### config.mk
export PLATFORM = sky130hd
export DESIGN_NAME = sram_arbiter
export DESIGN_NICKNAME = d
export VERILOG_FILES = /design/src/rtl/sram_arb_pkg.sv /design/src/rtl/sram_arb_mux.sv /design/src/rtl/sram_arbiter.sv
export SDC_FILE = /design/constraint.sdc
export NUM_CORES = 1
export LEC_CHECK = 0
export CAP_MARGIN = 20
export CORE_AREA = 2 2 88 90
export DETAILED_ROUTE_END_ITERATION = 16
export DIE_AREA = 0 0 90 92
export PLACE_DENSITY = 0.83
export SLEW_MARGIN = 25
export SYNTH_ARGS = -nofsm -noshare
export SYNTH_HDL_FRONTEND = slang
export SYNTH_HIERARCHICAL = 1
export SYNTH_SLANG_ARGS = --single-unit
### constraint.sdc
create_clock -name clk -period 3.48 [get_ports clk]
set_input_delay 0.696 -clock clk [delete_from_list [all_inputs] [get_ports clk]]
set_output_delay 0.696 -clock clk [all_outputs]
set_load 0.05 [all_outputs]
### src/rtl/sram_arb_pkg.sv
// sram_arb_pkg: shared types, default widths and helpers for the SRAM arbiter.
//   onehot()    : 3-bit index -> 8-bit one-hot vector
//   first_set() : lowest set bit of an 8-bit request vector (fixed priority)
//   rr_next()   : round-robin scan starting after a given index
package sram_arb_pkg;

  localparam int MAX_REQ      = 8;
  localparam int DEF_N_REQ    = 4;
  localparam int DEF_IDX_W    = 2;
  localparam int DEF_ADDR_W   = 15;
  localparam int DEF_MAX_HOLD = 16;
  localparam int DEF_PARK     = 1;

  typedef enum logic {
    ST_IDLE,
    ST_OWNED
  } arb_state_t;

  typedef struct packed {
    logic       found;
    logic [2:0] idx;
  } rr_pick_t;

  function automatic logic [7:0] onehot(input logic [2:0] idx);
    return 8'b1 << idx;
  endfunction

  function automatic logic [2:0] first_set(input logic [7:0] reqv);
    logic [2:0] r;
    r = '0;
    for (int k = MAX_REQ - 1; k >= 0; k--) begin
      if (reqv[3'(k)]) r = 3'(k);
    end
    return r;
  endfunction

  // Scans idx+1, idx+2, ... modulo n; idx itself is visited last, so the
  // previous owner only wins when nobody else is asking.
  function automatic rr_pick_t rr_next(input logic [2:0] idx,
                                       input logic [7:0] reqv,
                                       input int         n);
    rr_pick_t p;
    int       j;
    p = '0;
    for (int k = 1; k <= MAX_REQ; k++) begin
      if (k <= n && !p.found) begin
        j = (int'(idx) + k) % n;
        if (reqv[3'(j)]) begin
          p.found = 1'b1;
          p.idx   = 3'(j);
        end
      end
    end
    return p;
  endfunction

endpackage

### src/rtl/sram_arb_mux.sv
// sram_arb_mux: routes the current owner's flattened SRAM control bus onto the
// physical RAM port. Chip select and write enables are gated by owner_vld so a
// requester without a valid grant can never touch the RAM.
//   owner, owner_vld        : registered owner from the arbiter
//   m_cs/m_asel/m_a0/m_a1   : per-requester control and addresses (flattened)
//   m_we0/m_we1             : per-requester byte write enables (flattened)
//   ram_*                   : physical SRAM port
module sram_arb_mux
  import sram_arb_pkg::*;
#(
  parameter int g_n_req      = DEF_N_REQ,
  parameter int g_idx_width  = DEF_IDX_W,
  parameter int g_word_width = DEF_ADDR_W - 3
) (
  input  logic [g_idx_width-1:0]          owner,
  input  logic                            owner_vld,
  input  logic [g_n_req-1:0]              m_cs,
  input  logic [g_n_req-1:0]              m_asel,
  input  logic [g_n_req*g_word_width-1:0] m_a0,
  input  logic [g_n_req*g_word_width-1:0] m_a1,
  input  logic [g_n_req*8-1:0]            m_we0,
  input  logic [g_n_req*8-1:0]            m_we1,
  output logic                            ram_cs,
  output logic                            ram_asel,
  output logic [g_word_width-1:0]         ram_a0,
  output logic [g_word_width-1:0]         ram_a1,
  output logic [7:0]                      ram_we0,
  output logic [7:0]                      ram_we1
);

  logic       sel_cs;
  logic [7:0] sel_we0;
  logic [7:0] sel_we1;

  // Compare-and-select instead of a variable part-select keeps widths exact
  // and guarantees owner values >= g_n_req select nothing.
  always_comb begin
    sel_cs   = 1'b0;
    sel_we0  = '0;
    sel_we1  = '0;
    ram_asel = 1'b0;
    ram_a0   = '0;
    ram_a1   = '0;
    for (int i = 0; i < g_n_req; i++) begin
      if (owner == g_idx_width'(i)) begin
        sel_cs   = m_cs[i];
        ram_asel = m_asel[i];
        ram_a0   = m_a0[i*g_word_width +: g_word_width];
        ram_a1   = m_a1[i*g_word_width +: g_word_width];
        sel_we0  = m_we0[i*8 +: 8];
        sel_we1  = m_we1[i*8 +: 8];
      end
    end
    ram_cs  = owner_vld & sel_cs;
    ram_we0 = owner_vld ? sel_we0 : 8'h00;
    ram_we1 = owner_vld ? sel_we1 : 8'h00;
  end

endmodule

### src/rtl/sram_arbiter.sv
// sram_arbiter: shares one SRAM macro between g_n_req bus2ram-style requesters.
//   clk, rst_n            : clock, asynchronous active-low reset
//   cfg_fixed_prio        : 1 = fixed priority (index 0 highest), 0 = round-robin
//   req / gnt             : per-requester request, registered one-hot grant
//   m_*                   : per-requester flattened RAM control buses
//   ram_*                 : physical RAM port (combinational on registered owner)
//   owner                 : registered owner index
//   rd_valid / rd_owner   : read-data valid and the requester it belongs to
module sram_arbiter
  import sram_arb_pkg::*;
#(
  parameter int g_n_req      = DEF_N_REQ,
  parameter int g_idx_width  = DEF_IDX_W,
  parameter int g_addr_width = DEF_ADDR_W,
  parameter int g_max_hold   = DEF_MAX_HOLD,
  parameter int g_park       = DEF_PARK
) (
  input  logic                                clk,
  input  logic                                rst_n,
  input  logic                                cfg_fixed_prio,
  input  logic [g_n_req-1:0]                  req,
  output logic [g_n_req-1:0]                  gnt,
  input  logic [g_n_req-1:0]                  m_cs,
  input  logic [g_n_req-1:0]                  m_asel,
  input  logic [g_n_req*(g_addr_width-3)-1:0] m_a0,
  input  logic [g_n_req*(g_addr_width-3)-1:0] m_a1,
  input  logic [g_n_req*8-1:0]                m_we0,
  input  logic [g_n_req*8-1:0]                m_we1,
  output logic                                ram_cs,
  output logic                                ram_asel,
  output logic [g_addr_width-4:0]             ram_a0,
  output logic [g_addr_width-4:0]             ram_a1,
  output logic [7:0]                          ram_we0,
  output logic [7:0]                          ram_we1,
  output logic [g_idx_width-1:0]              owner,
  output logic                                rd_valid,
  output logic [g_idx_width-1:0]              rd_owner
);

  localparam int WORD_W   = g_addr_width - 3;
  localparam int HOLD_W   = (g_max_hold < 2) ? 1 : $clog2(g_max_hold);
  localparam int HOLD_LIM = (g_max_hold == 0) ? 0 : g_max_hold - 1;

  arb_state_t        state;
  logic              owner_vld;
  logic [HOLD_W-1:0] hold_cnt;

  logic [7:0]         req_ext;
  logic [2:0]         owner_ext;
  logic               others;
  logic               at_limit;
  logic               keep;
  rr_pick_t           rr;
  logic [2:0]         pick_idx;
  logic               pick_found;
  logic [g_n_req-1:0] gnt_next;

  assign owner_vld = (state == ST_OWNED);

  // Decision logic: keep the current owner unless it dropped req or has used
  // up its hold budget while someone else waits; otherwise pick a new owner.
  always_comb begin
    req_ext                = '0;
    req_ext[g_n_req-1:0]   = req;
    owner_ext              = 3'(owner);
    others   = |(req_ext & ~onehot(owner_ext));
    at_limit = (g_max_hold != 0) && (hold_cnt == HOLD_W'(HOLD_LIM));
    keep     = owner_vld & req_ext[owner_ext] & ~(at_limit & others);
    rr       = rr_next(owner_ext, req_ext, g_n_req);
    if (cfg_fixed_prio) begin
      pick_idx   = first_set(req_ext);
      pick_found = |req_ext;
    end else begin
      pick_idx   = rr.idx;
      pick_found = rr.found;
    end
    gnt_next = '0;
    for (int i = 0; i < g_n_req; i++) begin
      gnt_next[i] = (pick_idx == 3'(i));
    end
  end

  // A re-pick (even of the same owner in fixed mode) restarts the hold count;
  // parking leaves everything, including hold_cnt, untouched.
  always_ff @(posedge clk or negedge rst_n) begin
    if (!rst_n) begin
      state    <= ST_IDLE;
      owner    <= '0;
      gnt      <= '0;
      hold_cnt <= '0;
      rd_valid <= 1'b0;
      rd_owner <= '0;
    end else begin
      rd_valid <= ram_cs & ~|(ram_asel ? ram_we1 : ram_we0);
      rd_owner <= owner;
      if (keep) begin
        if (hold_cnt != HOLD_W'(HOLD_LIM)) hold_cnt <= hold_cnt + 1'b1;
      end else if (pick_found) begin
        state    <= ST_OWNED;
        owner    <= g_idx_width'(pick_idx);
        gnt      <= gnt_next;
        hold_cnt <= '0;
      end else if (!((g_park != 0) && owner_vld)) begin
        state    <= ST_IDLE;
        gnt      <= '0;
        hold_cnt <= '0;
      end
    end
  end

  sram_arb_mux #(
    .g_n_req      (g_n_req),
    .g_idx_width  (g_idx_width),
    .g_word_width (WORD_W)
  ) u_mux (
    .owner     (owner),
    .owner_vld (owner_vld),
    .m_cs      (m_cs),
    .m_asel    (m_asel),
    .m_a0      (m_a0),
    .m_a1      (m_a1),
    .m_we0     (m_we0),
    .m_we1     (m_we1),
    .ram_cs    (ram_cs),
    .ram_asel  (ram_asel),
    .ram_a0    (ram_a0),
    .ram_a1    (ram_a1),
    .ram_we0   (ram_we0),
    .ram_we1   (ram_we1)
  );

endmodule

==> results of run 1 <==
==> stage by stage <==
stage | util [%] | total power (W) | setup WS, ns | instances | hold slack [ns]
after floorplan | - | 0.00261 | 0.625 | 193 | 0.400
after global placement | 60.7 | 0.00371 | 0.428 | 506 | 0.496
after detailed placement | 60.7 | 0.00373 | 0.396 | 506 | 0.508
after CTS | 61.5 | 0.00391 | 0.384 | 510 | 0.516
after global routing | 61.5 | 0.00406 | 0.362 | 510 | 0.533
final | 61.5 | 0.00389 | 0.385 | 510 | 0.515
==> path summary, 6_finish.rpt <==
check | depth (start not counted) | end | start
setup / recovery | 3 | ram_asel | m_asel[1]
max in group asynchronous | 1 | owner[0] | rst_n
hold / removal | 2 | gnt[1] | gnt[1]
hold reg to reg | 2 | gnt[1] | gnt[1]
min in group asynchronous | 1 | rd_owner[1] | rst_n
setup reg to reg | 7 | owner[0] | owner[1]
==> cell type report <==
cell class / instances / area, um2 / area share (%)
clock buffer: 4 / 55.1 / 1.20
inverter: 4 / 15.0 / 0.328
multi-input combinational: 158 / 1630 / 35.5
sequential: 14 / 354 / 7.73
timing repair buffer: 228 / 2400 / 52.4
tap: 102 / 128 / 2.79
==> logic make-up (layout without fill, tap and decap cells) <==
family,after synthesis,after routing,share of synthesized area (%)
multiplexers,67,67,48.4
AO/OA/AOI/OAI,41,41,12.8
AND/OR/NAND/NOR,45,45,11.1
buffers and inverters,21,236,8.56
adder cells (fa/ha/maj),5,5,2.89
flip-flops,14,14,16.2
==> worst reg2reg max path: cells and delay by family, from the launching register on <==
| family | cells | cell delay [ns] |
|---|---|---|
| simple gates | 2 | 0.27 |
| fa+ha+maj | 1 | 0.38 |
| mux | 3 | 0.98 |
| flops | 1 | 0.69 |
| buf+inv | 1 | 0.18 |
==> registers in the layout, summed over array words and instances (netlist names) <==
name and cells:
rd_owner 2, hold_cnt 4, rd_valid 1, owner 2, owner_vld 1, gnt 4
==> where the power goes <==
group          internal (W)  leakage, nW  switching, W
sequential         0.000225        0.176      0.000104
combinational       0.00146         1.61       0.00195
clock              0.000100       0.0288     0.0000574
total               0.00178         1.81       0.00211
==> synth_stat cells (all sizes together), types with 2 or more instances <==
cell    number
inv          4
nor2         7
o31ai        6
o21ai        4
nand2b       7
mux4        29
nor3         2
ha           5
mux2i       37
a21oi        5
a211oi       3
nand3b       2
nand2        9
nand3       12
nor4         2
dfrtp       14
buf         16
o22ai       17
==> routing by layer <==
| metal | GRT usage, % | vias to the layer above | wire, um |
|---|---|---|---|
| met5 | 0 | - | 21 |
| met4 | 5.26 | 4 | 179 |
| met3 | 8.46 | 19 | 888 |
| met2 | 45.4 | 112 | 5550 |
| met1 | 26.9 | 1250 | 3820 |
| li1 | - | 1223 | - |
==> impl_metrics.yaml, run 1 <==
synthesis:
  yosysWarningCount: 6
  synthCells: 193
  ys_seq_area_share_pct: 16.2
  synth.avg_cell_area_um2: 11.2
  syn_area_um2: 2160
  synth_fp_nets: 373
  synth_area_leaders: "mux4_2 (27%), mux2i_1 (17%), dfrtp_1 (16%), o22ai_1 (4.9%), mux4_1 (3.6%)"
  synth_cell_types: 37
  async_flop_share_pct: 100
  synth_top_area_cell: "mux4_2"
  synth_top_area_share_pct: 27.1
  ys_ff_latch: 14
  synth_edf_count: 0
  ys.flop_type: "dfrtp_1"
critical_path:
  crit_type: "in -> out"
  start_kind: "primary input"
  endpoint_kind: "primary output"
  critPathMostFrequentCell: "clkdlybuf4s50_1"
  path_cells: "clkdlybuf4s50_1 > mux4_1 > clkdlybuf4s50_1"
  critPathTopFamily: "buffers and inverters"
  cp.arrival_ns: 2.40
  critical_path.slowest_cell: "clkdlybuf4s50_1"
  ff2ff_setup_slack_ns: 0.86
  path_max_fanout: 3
  max_stage_delay_ns: 0.74
  crit_required_ns: 2.78
  path_buf_inv: 2
timing:
  worstMarginPinSlew_ns: 0.682
  setup_viol: 0
  maxSlewHeadroom_pct: 54.5
  fin_crit_sh_pct: 88.9
  rsz0062_at_grt: "no"
  hold_violations: 0
  finalClockSkew_ns: 0.00117
  drv_slew: 0
  final.setup.tns_ns: 0
  fmax_mhz: 323
  fin_crit_ns: 3.09
grt:
  antenna_found_initial: 2
  track_usage_pct: 24.4
  grt_max_degree: 56
  grt_pass1_vias: 2723
  grt_overflow: 0
  grt_pass1_wl_mm: 15.8
placed_design:
  gp_congestion: 0.953
  placed_area_um2: 4520
  io_buffer_count: 225
  place_hpwl_mm: 8.75
cells_and_area:
  fillers: 614
  diodes: 0
  drive_above_1_share_pct: 19.6
  most-common-layout-cells: "clkdlybuf4s50_1 (185), mux2i_1 (37), mux4_2 (26)"
  areaGrowthSynthToFinish_pct: 112
  num-nets-final: 589
  final_common_cell: "clkdlybuf4s50_1"
  final_cell_area_um2: 4580
die:
  core_area_um2: 7450
  die_h_um: 92
  ios: 226
  start_util_pct: 29.0
  rows: 32
  die-area_um2: 8280
  dieWidth_um: 90
clock_network:
  postCtsSetupBuffers: 0
  clk_path_buf_depth: 2
  ctsHtreeMaxLevel: 1
  clkLatencyLatePin_ns: 0.25
  clk_pin_slew_ns: 0.06
  clkSinkCount: 14
  cts_resized: 0
  cts-root-buf: "clkbuf_8"
  cts_hold_buf: 0
  cts_tree: "built"
  numCtsBuffers: 3
pwr:
  ir_drop_v: 0.000491
  power_density_nw_per_um2: 850
  cellLeakagePower_nw: 1.81
drt:
  wl_per_cell_um: 20.5
  firstDrtPassIters: 4
  routed_wl_mm: 10.5
  ant_nets: 0
  vias: 2608
  drt_iter0_drc: 80
  drcViolationCount: 0
  vias_per_cell: 5.11
run:
  cap_violations: 0
status:
  status: "complete, no violations"
hold_path:
  hold_path.class: "reg -> reg"
Note: power is estimated with default switching activity, not from simulation.
==> run 2: changes to the inputs <==
--- a/config.mk
+++ b/config.mk
@@ -7,6 +7,7 @@
 export LEC_CHECK = 0
 export CAP_MARGIN = 20
 export CORE_AREA = 2 2 88 90
+export CTS_CLUSTER_DIAMETER = 60
 export DETAILED_ROUTE_END_ITERATION = 16
 export DIE_AREA = 0 0 90 92
 export PLACE_DENSITY = 0.83
==> results of run 2 <==
The final DEF is identical to that of run 1; final timing and power are the same.
==> run 3: changes to the inputs <==
--- a/config.mk
+++ b/config.mk
@@ -11,8 +11,10 @@
 export DETAILED_ROUTE_END_ITERATION = 16
 export DIE_AREA = 0 0 90 92
 export PLACE_DENSITY = 0.83
+export SKIP_CTS_REPAIR_TIMING = 1
 export SLEW_MARGIN = 25
 export SYNTH_ARGS = -nofsm -noshare
 export SYNTH_HDL_FRONTEND = slang
 export SYNTH_HIERARCHICAL = 1
 export SYNTH_SLANG_ARGS = --single-unit
+export TNS_END_PERCENT = 100
==> constraint.sdc (replaced) <==
create_clock -name clk -period 3.74 [get_ports clk]
set_input_delay 0.748 -clock clk [delete_from_list [all_inputs] [get_ports clk]]
set_output_delay 0.748 -clock clk [all_outputs]
set_load 0.05 [all_outputs]
==> impl_metrics.yaml, run 3 (synthesized netlist as in run 1, its figures left out) <==
critical_path:
  crit_required_ns: 2.99
  crit_type: "in -> out"
  path_buf_inv: 2
  path_max_fanout: 3
  critPathMostFrequentCell: "clkdlybuf4s50_1"
  critPathTopFamily: "buffers and inverters"
  path_cells: "clkdlybuf4s50_1 > mux4_1 > clkdlybuf4s50_1"
  cp.arrival_ns: 2.57
  endpoint_kind: "primary output"
  max_stage_delay_ns: 0.75
  start_kind: "primary input"
  critical_path.slowest_cell: "clkdlybuf4s50_1"
drt:
  drt_iter0_drc: 88
  vias_per_cell: 5.14
  routed_wl_mm: 10.7
  wl_per_cell_um: 20.8
  drcViolationCount: 0
  firstDrtPassIters: 4
  vias: 2644
  ant_nets: 0
die:
  dieWidth_um: 90
  core_area_um2: 7450
  ios: 226
  rows: 32
  die_h_um: 92
  start_util_pct: 29.0
  die-area_um2: 8280
cells_and_area:
  utilization_pct: 62.4
  num-nets-final: 592
  final_common_cell: "clkdlybuf4s50_1"
  areaGrowthSynthToFinish_pct: 115
  most-common-layout-cells: "clkdlybuf4s50_1 (207), mux2i_1 (37), mux4_2 (26)"
  reg_top3: "gnt: 4 flops, hold_cnt: 4 flops"
  drive_above_1_share_pct: 14.6
  fin_cells: 514
hold_path:
  hold_path.class: "reg -> reg"
placed_design:
  io_buffer_count: 225
  place_hpwl_mm: 9.02
  gp_congestion: 0.939
  dpl.cell_count: 509
grt:
  grt_pass1_wl_mm: 16.1
  grt_max_degree: 32
  grt_overflow: 0
  grt_pass1_vias: 2763
  antenna_found_initial: 1
  track_usage_pct: 25.0
timing:
  rsz0062_at_grt: "no"
  fin_crit_sh_pct: 88.8
  finalClockSkew_ns: 0.00408
  drv_slew: 0
  maxSlewHeadroom_pct: 51.9
  fmax_mhz: 301
  setup_viol: 0
  worstMarginPinSlew_ns: 0.721
  final.setup.tns_ns: 0
  hold_violations: 0
  fin_crit_ns: 3.32
pwr:
  cellLeakagePower_nw: 1.80
  ir_drop_v: 0.000564
  intPower_w: 0.00170
  power_density_nw_per_um2: 792
  pwr-share-clk_pct: 3.5
  p_total_w: 0.00368
  swShare_pct: 53.8
  pwr-share-comb_pct: 87.1
  p_switching_w: 0.00198
  seq_power_share_pct: 9.4
clock_network:
  clkLatencyLatePin_ns: 0.25
  clkSinkCount: 14
  clk_pin_slew_ns: 0.05
  numCtsBuffers: 3
  cts_tree: "built"
  cts-root-buf: "clkbuf_8"
  clk_path_buf_depth: 2
  ctsHtreeMaxLevel: 1
status:
  status: "complete, no violations"
run:
  cap_violations: 0
## run 3: cell count changes in the layout (fill, tap and decap cells not counted), sizes merged
| cell | previous run | this run |
|---|---|---|
| diode | 0 | 1 |
| clkdlybuf4s50 | 185 | 207 |
| buf | 43 | 24 |
## run 3: layout make-up
cell class / count / area, um2
Antenna cell: 1 / 2.50
Timing Repair Buffer: 231 / 2480
Fill cell: 616 / 2800
Sequential cell: 14 / 354
Multi-Input combinational cell: 158 / 1630
Tap cell: 102 / 128
Inverter: 4 / 15.0
Clock buffer: 4 / 45.0
## run 3: worst paths after layout
check	startpoint	to	slack (ns)	depth (start not counted)
max	m_asel[1]	ram_asel	0.42	3
min	hold_cnt[3]	hold_cnt[3]	0.51	1
max reg2reg	owner[0]	owner[0]	0.74	8
min reg2reg	hold_cnt[3]	hold_cnt[3]	0.51	1
max in group asynchronous	rst_n	owner[0]	2.40	1
min in group asynchronous	rst_n	owner[0]	0.89	1
## run 3: metal layers
metal / share of wire (%) / vias to the layer above / track usage [%]
met5: 0 / - / 0
met4: 1.9 / 0 / 6.92
met3: 9.0 / 13 / 7.56
met2: 53 / 120 / 46.1
met1: 36 / 1286 / 27.8
li1: - / 1225 / -
## run 3: stage by stage
stage	hold slack [ns]	cell area (um2)	setup slack [ns]
floorplan	0.452	2160	0.833
global placement	0.496	4600	0.449
detailed placement	0.505	4600	0.462
CTS	0.514	4650	0.419
global route	0.537	4650	0.352
finish	0.513	4650	0.419
## run 3: power groups by stage
stage | sequential [W] | combinational, W | clock [W]
after floorplan | 0.000395 | 0.00203 | 0
after detailed placement | 0.000356 | 0.00320 | 0
after global placement | 0.000352 | 0.00316 | 0
after global routing | 0.000370 | 0.00333 | 0.000136
final | 0.000348 | 0.00321 | 0.000127
after CTS | 0.000355 | 0.00321 | 0.000132
## run 3: worst register-to-register path: cells and delay by family (launching register included)
kind / cells / cell delay (ns)
adders and majority gates: 1 / 0.36
buffers and inverters: 2 / 0.46
DFF: 1 / 0.80
muxes: 3 / 0.98
and+or+nand+nor: 2 / 0.28
